===== config.mk =====
export PLATFORM = sky130hd
export DESIGN_NAME = llc_mshr_ctrl
export DESIGN_NICKNAME = d
export VERILOG_FILES = /design/src/rtl/llc_mshr_ctrl_pkg.sv /design/src/rtl/llc_mshr_prio_enc.sv /design/src/rtl/llc_mshr_ctrl.sv
export SDC_FILE = /design/constraint.sdc
export NUM_CORES = 1
export LEC_CHECK = 0
export CAP_MARGIN = 20
export CORE_ASPECT_RATIO = 1.1
export CORE_MARGIN = 5
export CORE_UTILIZATION = 56
export DETAILED_ROUTE_END_ITERATION = 10
export PLACE_DENSITY = 0.86
export SYNTH_ARGS = -nofsm -noshare
export SYNTH_HDL_FRONTEND = slang
export SYNTH_SLANG_ARGS = --single-unit

===== constraint.sdc =====
create_clock -name clk -period 3.86 [get_ports clk]
set_input_delay 0.965 -clock clk [delete_from_list [all_inputs] [get_ports clk]]
set_output_delay 0.965 -clock clk [all_outputs]
set_load 0.005 [all_outputs]

===== src/rtl/llc_mshr_ctrl_pkg.sv =====
// rtl/llc_mshr_ctrl_pkg.sv - shared constants and types for the LLC MSHR allocation controller
package llc_mshr_ctrl_pkg;

    localparam int N_MSHR       = 16;
    localparam int MSHR_BITS    = 4;
    localparam int MSHR_BITS_P1 = MSHR_BITS + 1;
    localparam int LLC_SET_BITS = 8;

    typedef logic [MSHR_BITS-1:0]    mshr_id_t;
    typedef logic [LLC_SET_BITS-1:0] llc_set_t;

endpackage


===== src/rtl/llc_mshr_prio_enc.sv =====
// rtl/llc_mshr_prio_enc.sv - lowest-zero finder over an occupancy bitmap
module llc_mshr_prio_enc #(
    parameter int WIDTH    = 16,
    parameter int IDX_BITS = 4
) (
    input  logic [WIDTH-1:0]    i_vec,
    output logic [IDX_BITS-1:0] o_idx,
    output logic                o_found
);

    // Scanning downward lets the last hit, the lowest free slot, win.
    always_comb begin
        o_idx   = '0;
        o_found = 1'b0;
        for (int i = WIDTH - 1; i >= 0; i--) begin
            if (!i_vec[i]) begin
                o_idx   = IDX_BITS'(i);
                o_found = 1'b1;
            end
        end
    end

endmodule


===== src/rtl/llc_mshr_ctrl.sv =====
// rtl/llc_mshr_ctrl.sv - MSHR entry allocation, retirement, free count and set-conflict queries
module llc_mshr_ctrl
    import llc_mshr_ctrl_pkg::*;
#(
    parameter int N_MSHR_P    = N_MSHR,
    parameter int MSHR_BITS_P = MSHR_BITS,
    parameter int SET_BITS    = LLC_SET_BITS
) (
    input  logic                   clk,
    input  logic                   rst,
    input  logic [1:0]             alloc_valid,
    input  logic [SET_BITS-1:0]    alloc_set0,
    input  logic [SET_BITS-1:0]    alloc_set1,
    output logic [1:0]             alloc_grant,
    output logic [MSHR_BITS_P-1:0] alloc_id,
    input  logic                   free_valid,
    input  logic [MSHR_BITS_P-1:0] free_id,
    input  logic                   chk_valid,
    input  logic [SET_BITS-1:0]    chk_set,
    output logic                   chk_rsp_valid,
    output logic                   chk_conflict,
    output logic [MSHR_BITS_P:0]   mshr_cnt,
    output logic                   mshr_full,
    output logic                   err_double_free
);

    logic [N_MSHR_P-1:0]    r_valid;
    logic [SET_BITS-1:0]    r_set [N_MSHR_P];
    logic [MSHR_BITS_P:0]   r_cnt;
    logic                   r_full;
    logic                   r_rr;
    logic                   r_chk_rsp_valid;
    logic                   r_chk_conflict;
    logic                   r_err;

    logic [MSHR_BITS_P-1:0] w_idx;
    logic                   w_found;
    logic                   w_can_grant;
    logic [1:0]             w_grant;
    logic                   w_any_grant;
    logic [SET_BITS-1:0]    w_win_set;
    logic                   w_free_ok;
    logic                   w_conflict;
    logic [MSHR_BITS_P:0]   w_cnt_nxt;

    llc_mshr_prio_enc #(
        .WIDTH    (N_MSHR_P),
        .IDX_BITS (MSHR_BITS_P)
    ) u_prio_enc (
        .i_vec   (r_valid),
        .o_idx   (w_idx),
        .o_found (w_found)
    );

    // Gating with rst keeps a request from seeing a grant while the bitmap is held clear.
    assign w_can_grant = rst && (r_cnt != '0) && w_found;

    always_comb begin
        w_grant = 2'b00;
        if (w_can_grant) begin
            case (alloc_valid)
                2'b01:   w_grant = 2'b01;
                2'b10:   w_grant = 2'b10;
                2'b11:   w_grant = r_rr ? 2'b10 : 2'b01;
                default: w_grant = 2'b00;
            endcase
        end
    end

    assign w_any_grant = |w_grant;
    assign w_win_set   = w_grant[1] ? alloc_set1 : alloc_set0;
    assign w_free_ok   = free_valid && r_valid[free_id];
    assign w_cnt_nxt   = r_cnt - {{MSHR_BITS_P{1'b0}}, w_any_grant}
                               + {{MSHR_BITS_P{1'b0}}, w_free_ok};

    // Entries retiring this cycle still count, so the stall logic stays conservative.
    always_comb begin
        w_conflict = w_any_grant && (w_win_set == chk_set);
        for (int i = 0; i < N_MSHR_P; i++) begin
            if (r_valid[i] && (r_set[i] == chk_set)) begin
                w_conflict = 1'b1;
            end
        end
    end

    always_ff @(posedge clk or negedge rst) begin
        if (!rst) begin
            r_valid         <= '0;
            for (int i = 0; i < N_MSHR_P; i++) begin
                r_set[i] <= '0;
            end
            r_cnt           <= (MSHR_BITS_P + 1)'(N_MSHR_P);
            r_full          <= 1'b0;
            r_rr            <= 1'b0;
            r_chk_rsp_valid <= 1'b0;
            r_chk_conflict  <= 1'b0;
            r_err           <= 1'b0;
        end else begin
            if (w_free_ok) begin
                r_valid[free_id] <= 1'b0;
            end
            if (w_any_grant) begin
                r_valid[w_idx] <= 1'b1;
                r_set[w_idx]   <= w_win_set;
            end
            r_cnt  <= w_cnt_nxt;
            r_full <= (w_cnt_nxt == '0);
            if ((alloc_valid == 2'b11) && w_any_grant) begin
                r_rr <= ~r_rr;
            end
            r_chk_rsp_valid <= chk_valid;
            r_chk_conflict  <= w_conflict;
            if (free_valid && !r_valid[free_id]) begin
                r_err <= 1'b1;
            end
        end
    end

    assign alloc_grant     = w_grant;
    assign alloc_id        = w_idx;
    assign chk_rsp_valid   = r_chk_rsp_valid;
    assign chk_conflict    = r_chk_conflict;
    assign mshr_cnt        = r_cnt;
    assign mshr_full       = r_full;
    assign err_double_free = r_err;

endmodule


# [Word-level counts from Yosys, hierarchy flattened]
# Cells that the tools add are included.
[totals] reg_bits=154 input_bits=34 out_inout_bits=15 word_cells=148
[op_classes] addsub=2 order_cmp=6 eq_ne=20 n_mux=63 n_bitwise=5 reduce_logical=29
[ops] op="$eq 8x8->1" count=17
[ops] op="$bwmux 128" count=1
[ops] op="$mux 4" count=16
[ops] op="$mux 1" count=35
[ops] op="$demux 8 s4" count=1
[ops] op="$mux 16" count=2
[ops] op="$logic_and 1x1->1" count=25
[ops] op="$and 16x16->16" count=1
[ops] op="$mux 8" count=2
[ops] op="$not 16->16" count=1
[ops] op="$or 16x16->16" count=1
[ops] op="$lt 4x5->1 const B" count=2
[ops] op="$demux 1 s4" count=2
[ops] op="$ge 4x1->1 const B" count=2
[ops] op="$pmux 2 s3" count=1
[ops] op="$add 5x1->5" count=1
[ops] op="$ge 5x5->1 const B" count=1
[ops] op="$logic_not 5->1" count=1
[ops] op="$lt 5x1->1 const B" count=1
[ops] op="$not 4->5" count=1
[ops] op="$reduce_bool 5->1" count=1
[ops] op="$sub 5x1->5" count=1
[ops] op="$bmux 1 s4" count=1
[ops] op="$eq 2x2->1 const B" count=2
[ops] op="other kinds (5)" count=6

# [Logic depth before layout (Yosys ltp)]
[depth] word_depth=37 ltp_mapped=20

# [Modules after synthesis]
# Synthesis repeated with hierarchy kept, for this count alone.
[hier_totals] hier_cells=832 hier_area_um2=7916.3
[modules_own_cells] mod="llc_mshr_ctrl" n_inst=1 cells_per_inst=798 area_per_inst_um2=7749.9 seq_area_each_um2=3854.9
[modules_own_cells] mod="llc_mshr_prio_enc" n_inst=1 cells_per_inst=34 area_per_inst_um2=166.4 seq_area_each_um2=0.0

# [Worst setup path after synthesis]
# Ideal clock, no wire load.
[synth_path] path_kind="input port to flip-flop" start="input port free_id[0]" end="register r_full, in the netlist mshr_full" setup_time_ns=0.105 arrival_ns=3.813 required_time_ns=3.755 path_slack_ns=-0.058 path_stages=16 path_buffers=1 path_cell_list="clkbuf_1 -> mux4_2 -> mux4_2 -> nand2_1 -> ha_1 -> inv_1 -> ha_1 -> inv_1 -> fa_1 -> inv_1 -> a21oi_1 -> nor2_1 -> nor2_1 -> xnor2_1 -> nor2_1 -> nor4b_1"
[synth_via] elab_chain_len=5
[synth_lines] element="from (decl)" line="llc_mshr_ctrl.sv:17" rtl="input logic [MSHR_BITS_P-1:0] free_id,"
[synth_lines] element="$bmux 1 s4" line="llc_mshr_ctrl.sv:72" rtl="assign w_free_ok = free_valid && r_valid[free_id];"
[synth_lines] element="$mux 1 (implied by the code)" line="llc_mshr_ctrl.sv:72"
[synth_lines] element="$logic_and 1x1->1" line="llc_mshr_ctrl.sv:72"
[synth_lines] element="$add 5x1->5" line="llc_mshr_ctrl.sv:74" rtl="+ {{MSHR_BITS_P{1'b0}}, w_free_ok};"
[synth_lines] element="net w_cnt_nxt[4]" line="llc_mshr_ctrl.sv:44" rtl="logic [MSHR_BITS_P:0] w_cnt_nxt;"
[synth_lines] element="$logic_not 5->1" line="llc_mshr_ctrl.sv:107" rtl="r_full <= (w_cnt_nxt == '0);"
[synth_lines] element="to (signal assigned)" line="llc_mshr_ctrl.sv:107"
[synth_lines] element="to (decl)" line="llc_mshr_ctrl.sv:30" rtl="logic r_full;"
# The timed path passes the listed nets, and every way through them passes these cells. The select of a mux whose other input is x is not followed.
# A chain may end at the register's enable or synchronous reset.

# [Worst setup path in the final report]
[layout_path] start="input port alloc_valid[1]" end="output port alloc_grant[1]"
[layout_via] elab_chain_len=3 word_cells_on_any_way=5 classes_between="3 x eq/ne; 2 x mux"
[layout_lines] element="from (decl)" line="llc_mshr_ctrl.sv:11" rtl="input logic [1:0] alloc_valid,"
[layout_lines] element="$eq 2x2->1 or $eq 2x1->1 (tied branches)" line="llc_mshr_ctrl.sv:61" rtl="case (alloc_valid)"
[layout_lines] element="$pmux 2 s3 (*)" line="llc_mshr_ctrl.sv:61"
[layout_lines] element="$mux 2 (*)" line="llc_mshr_ctrl.sv:60" rtl="if (w_can_grant) begin"
[layout_lines] element="to (decl)" line="llc_mshr_ctrl.sv:14" rtl="output logic [1:0] alloc_grant,"
# Mark *: on every way between the ends. The rest lies on a longest branch, timed or not.

==> results.md <==
* Status: complete, no violations
* Leading area contributor after synthesis: dfrtp_1
* DRC Markers at 0
* Register Area at 3855 um2
* Fin crit share at 94.69%
* Die area at 16820 um2
* Clock buffer depth at 2
* PwrDens at 657.8 nW/um2
* Max cap viols at 0
* Area of the multi-input gates at 3914 um2
* Die H at 135.5 um
* Core Region at 13910 um2
* Critical Path AT at 2690 ps
* Placer Congestion at 1.010
* Hold_ws at 360.6 ps
* Global-route wire length before repair at 34580 um
* Clk sink count at 154
* DPL Wire Length at 14550 um
* Syn_nets at 836
* Seq cells post-synth at 154
* Final Power at 6.166 mW
* Post-synthesis sequential area ratio at 48.05%
* Simple-Gate Fraction of Synth Area at 14.08%
* Total number of vias at 6322
* Netlist cell types at 56
* Worst slew pin tran at 796.8 ps
* Post-CTS setup buffer count at 0
* Pin count of the biggest net entering global routing at 149
* Layout cells sized above 1 at 14.67%
* Post-Layout Inst Area at 9374 um2
* Root Buffer: clkbuf_16
* Post-synth top area share at 47.72%
* CP Max Fanout at 24
* Wire per inst at 20.60 um
* Clock latency on the worst-skew pair at 430 ps
* Max-Slew Margin vs Limit at 46.88%
* Synth Area in XOR/XNOR at 14.96%
* Slew Viols, Final at 0
* Peak Freq at 0.2736 GHz
* Synth Area in Compound Gates at 10.29%
* CTS H-tree lvls at 4
* Cts hold-fix bufs at 0
* Gr usage total at 27.59%
* Syn avg cell area at 10.09 um2
* Top-count cell post-synth: dfrtp_1
* Vias in the first global route at 6366
* Final-report hold violation count at 0
* Utilization after layout at 67.40%
* Worst-path clk slew at 60 ps
* HP Class: in2async
* GRT overflow at 0
* Yosys warns at 0
* Synthesized area at 8023 um2
* Final setup fails at 0
* Synth top cells by count: dfrtp_1, nand2_1, o21ai_0, xor2_1, xnor2_1
* Main combinational cell family by area after synthesis: XOR/XNOR gates
* Vias per cell at 5.998
* CP Launch Type: input pin
* Required time of the worst setup path at 2890 ps
* Initial DRC Count at 800
* TritonCTS Buffers at 17
* Post-Route Skew at 11.56 ps
* PortBufs at 48
* Post-synth EDFFs at 0
* DRT antenna net count at 0
* # rows at 45
* Initial antenna violation count at 1
* RSZ-0062 raised after global routing: no
* Post-Syn Instances at 795
* CP Capture Type: output pin
* Post-synthesis adder-cell area fraction at 1.185%
* Initial Utilization at 57.69%
* Worst VDD drop at 0.3678 mV
* Pleak at 4.191 nW
* Ys flop type: dfrtp_1
* Nets at 894
* I/O Pins at 49
* Multiplexer area fraction after synthesis at 8.094%
* Fillers at 1038
* Post-placement cell area at 8832 um2
* Die X at 124.1 um
* Diode count at 0
* CTS tree: done
* P&R area growth vs syn at 16.84%
* Final wirelength at 21720 um
* Async set-reset flop share out of synthesis at 100.0%
* Initial DRT Pass Iterations at 5
* Worst Setup Path Type: in2out
* Final TNS setup at 0 ps
* Clock period minus worst slack at 3655 ps
* Synth area leaders: dfrtp_1, xor2_1, o21ai_0
[metrics by stage]
step                      setup WS (ps)  std cells
after global placement           -537.0       1022
after detailed placement         -637.0       1022
after floorplan                   70.16        795
after global routing              56.08       1054
final                             205.0       1054
after CTS                         61.21       1054
[final timing paths]
path                                 from              to  cells past startpoint  slack (ps)
min                                   rst     mshr_cnt[0]                      1         360
min in group clk                r_set[91]       r_set[91]                      2         500
max in group asynchronous             rst    chk_conflict                      2        2490
min reg2reg                     r_set[91]       r_set[91]                      2         500
max reg2reg                   mshr_cnt[2]       mshr_full                     18         330
max                        alloc_valid[1]  alloc_grant[1]                      6         210
[final cells by class]
class,instances,area share (%)
Sequential cell,154,41.12
Timing Repair Buffer,85,8.169
Clock buffer,21,4.805
Multi-Input combinational cell,577,41.75
Tap cell,188,2.509
Clock inverter,11,0.9210
Inverter,18,0.7208
[power breakdown]
group | switching, mW | leakage, nW | internal (mW) | total (mW)
logic | 1.03 | 1.95 | 0.954 | 1.98
registers | 0.496 | 1.99 | 2.16 | 2.66
clock network | 0.681 | 0.259 | 0.848 | 1.53
[kinds of logic after synthesis]
kind of cell    count (synthesis)
compound gates                147
fa+ha+maj                       7
mux                            53
buf+inv                        64
flops                         154
simple gates                  233
xor+xnor                      137
[layer usage]
| layer | track usage [%] | up-vias | wire (um) |
|---|---|---|---|
| met4 | 15.52 | 2 | 1115 |
| met2 | 42.46 | 337 | 9912 |
| met3 | 6.140 | 77 | 2008 |
| met5 | 0 | - | 12 |
| met1 | 35.99 | 3045 | 8668 |
| li1 | - | 2861 | - |
[state kept, by name, indices dropped and copies added, names as in the netlist]
register / flops
mshr_cnt: 5
chk_conflict: 1
err_double_free: 1
r_set: 128
chk_rsp_valid: 1
r_rr: 1
mshr_full: 1
r_valid: 16
[critical path, stage by stage]
cell             delay (ps)
clkdlybuf4s50_1         520
nand2_1                  80
nor3_2                  130
nor2b_2                 190
buf_6                   240
clkdlybuf4s50_1         540
[cell usage in the layout (no fill, tap or decap), types with 5 or more instances in the layout]
| master | count |
|---|---|
| clkdlybuf4s50_1 | 45 |
| xor2_1 | 95 |
| nand2_1 | 111 |
| mux2_2 | 39 |
| nand3_1 | 15 |
| xnor2_1 | 42 |
| nand4_1 | 15 |
| nand2b_1 | 5 |
| mux2i_1 | 7 |
| a21oi_1 | 20 |
| inv_6 | 5 |
| nor3_1 | 10 |
| mux4_2 | 5 |
| inv_1 | 18 |
| dfrtp_1 | 153 |
| nor4_1 | 23 |
| buf_4 | 35 |
| o21ai_0 | 95 |
| ha_1 | 6 |
| nor2_1 | 27 |
| clkbuf_16 | 17 |
[what timing repair did]
action | CTS | global route
resized for setup | 2 | 7
setup endpoints to repair | 1 | 2
hold endpoints to repair | 0 | 0
Power figures use the tool's default switching activity.
==> edit (config.mk and constraints unchanged) <==
The package constant `MSHR_BITS` goes from 4 to 6.
--- a/src/rtl/llc_mshr_ctrl_pkg.sv
+++ b/src/rtl/llc_mshr_ctrl_pkg.sv
@@ -2,7 +2,7 @@
 package llc_mshr_ctrl_pkg;
 
     localparam int N_MSHR       = 16;
-    localparam int MSHR_BITS    = 4;
+    localparam int MSHR_BITS    = 6;
     localparam int MSHR_BITS_P1 = MSHR_BITS + 1;
     localparam int LLC_SET_BITS = 8;
 
Ports: changed (resized alloc_id, free_id and mshr_cnt); port bits go from 49 to 55. No check against the original RTL was run, so the function may have changed too.
==> edit against the unedited design <==
- clock skew shrank 0.0030 ns
- area after synthesis grew 6.6%
- wire length grew 1.8%
- first-iteration DRC count shrank 38%
- total power grew 19%
- clock power grew 10%
- setup slack lost 0.090 ns
- sequential cell count grew 2
- via count shrank 5.0%
- final area grew 8.4%
- largest power group is now combinational cells
- highest routed layer is now met4
==> edit: results (changes against the unedited design) <==
stage	metric	value	unit	change
critical_path	critical_path_peak_fanout	5		-79%
yosys	yosysUniqueCellTypes	64		+14%
critical_path	reg2reg_depth	14		-4
yosys	synthMuxAreaShare	19.7	%	+12 points
routing	wl_met3	1180	µm	-41%
critical_path	cp-startpoint	free_id[0]		
power	leakagePower	4.58	nW	+9.3%
global_route	grt_util_met1	33.1	%	-2.9 points
outcome	run_status	completed		
routing	drt_iter0_markers	499		-38%
yosys	yosysSeqAreaShare	45.7	%	-2.4 points
placed_design	dpl_worst_slack	-1.10	ns	-0.467 ns
placed_design	gp_congestion	0.966		-4.3%
routing	dr.pass1.iters	7		+2
power	irDropWorstVdd	0.492	mV	+34%
yosys	synth_area_leaders	dfrtp_1 (45%), mux2_2 (17%), xor2_1 (11%)		
routing	wl_met1	9140	µm	+5.4%
critical_path	ff2ff_setup_slack	0.38	ns	+0.05 ns
finish	final_cell_count_no_fill	991		-6.0%
routing	viasPerCell	6.06		+1.1%
finish	nNetsFinal	830		-7.2%
placed_design	dpl_cell_area	0.00943	mm²	+6.7%
sta	fin_ws	0.115	ns	-0.0903 ns
global_route	use_met2	41.3	%	-1.2 points
yosys	synth_adder_area_share	1.55	%	+0.37 points
critical_path	rr_startpoint	r_valid[15]		
yosys	synth_commonest_cells	dfrtp_1 (155), mux2_2 (127), xor2_1 (103), xnor2_1 (41), inv_1 (23)		
yosys	synthXorXnorAreaFrac	14.8	%	-0.20 points
global_route	antenna_found_initial	0		-1
yosys	synth_compound_area_share	4.35	%	-5.9 points
global_route	grt_max_degree	157		+5.4%
power	swShare	35.1	%	-0.60 points
hold_path	hp-class	reg -> reg		
global_route	grt_pass1_wl	35200	µm	+1.7%
sta	fin_worst_skew	0.00860	ns	-0.00295 ns
global_route	grt_use_total	25.5	%	-2.1 points
edit: worst min-delay path by stage:
stage                          from              end  slack [ns]  depth (start not counted)
finish              err_double_free  err_double_free        0.47                          1
detailed placement  err_double_free  err_double_free        0.46                          1
global route                   r_rr             r_rr        0.52                          1
floorplan                      r_rr             r_rr        0.46                          1
global placement    err_double_free  err_double_free        0.46                          1
CTS                 err_double_free  err_double_free        0.48                          1
edit: cell type report:
class | instances | area, µm²
multi-input combinational | 490 | 4430
timing repair buffer | 94 | 893
clock buffer | 23 | 478
clock inverter | 7 | 114
inverter | 25 | 93.8
fill | 1047 | 4840
sequential | 156 | 3910
tap | 196 | 245
edit: power groups by stage:
stage / combinational, mW / sequential [mW] / clock (mW)
2_1_floorplan: 1.92 / 2.56 / 0
3_3_place_gp: 2.60 / 2.61 / 0
3_5_place_dp: 2.72 / 2.66 / 0
4_1_cts: 2.92 / 2.64 / 1.70
5_1_grt: 3.19 / 2.71 / 1.77
6_report: 2.97 / 2.65 / 1.69
edit: kinds of logic after synthesis:
| logic type | Yosys count |
|---|---|
| compound gates | 56 |
| xor+xnor | 144 |
| fa+ha+maj | 10 |
| buf+inv | 58 |
| flops | 156 |
| mux | 142 |
| other cells | 1 |
| simple gates | 136 |
edit: repair_timing:
item,4_1_cts,5_1_grt
pin swaps,9,9
endpoints found under the setup margin,3,2
hold endpoints to repair,0,0
resized for setup,22,3
buffers inserted,7,1
edit: worst max-delay path, stage by stage:
cell	delay (ns)
buf_6	0.07
buf_6	0.11
mux4_2	0.51
mux4_2	0.51
nand2_2	0.10
ha_4	0.20
inv_2	0.06
ha_4	0.12
inv_2	0.03
fa_2	0.34
nand2b_4	0.16
a21oi_4	0.15
o21ai_2	0.08
a21oi_2	0.20
o21ai_2	0.10
a2111oi_4	0.35
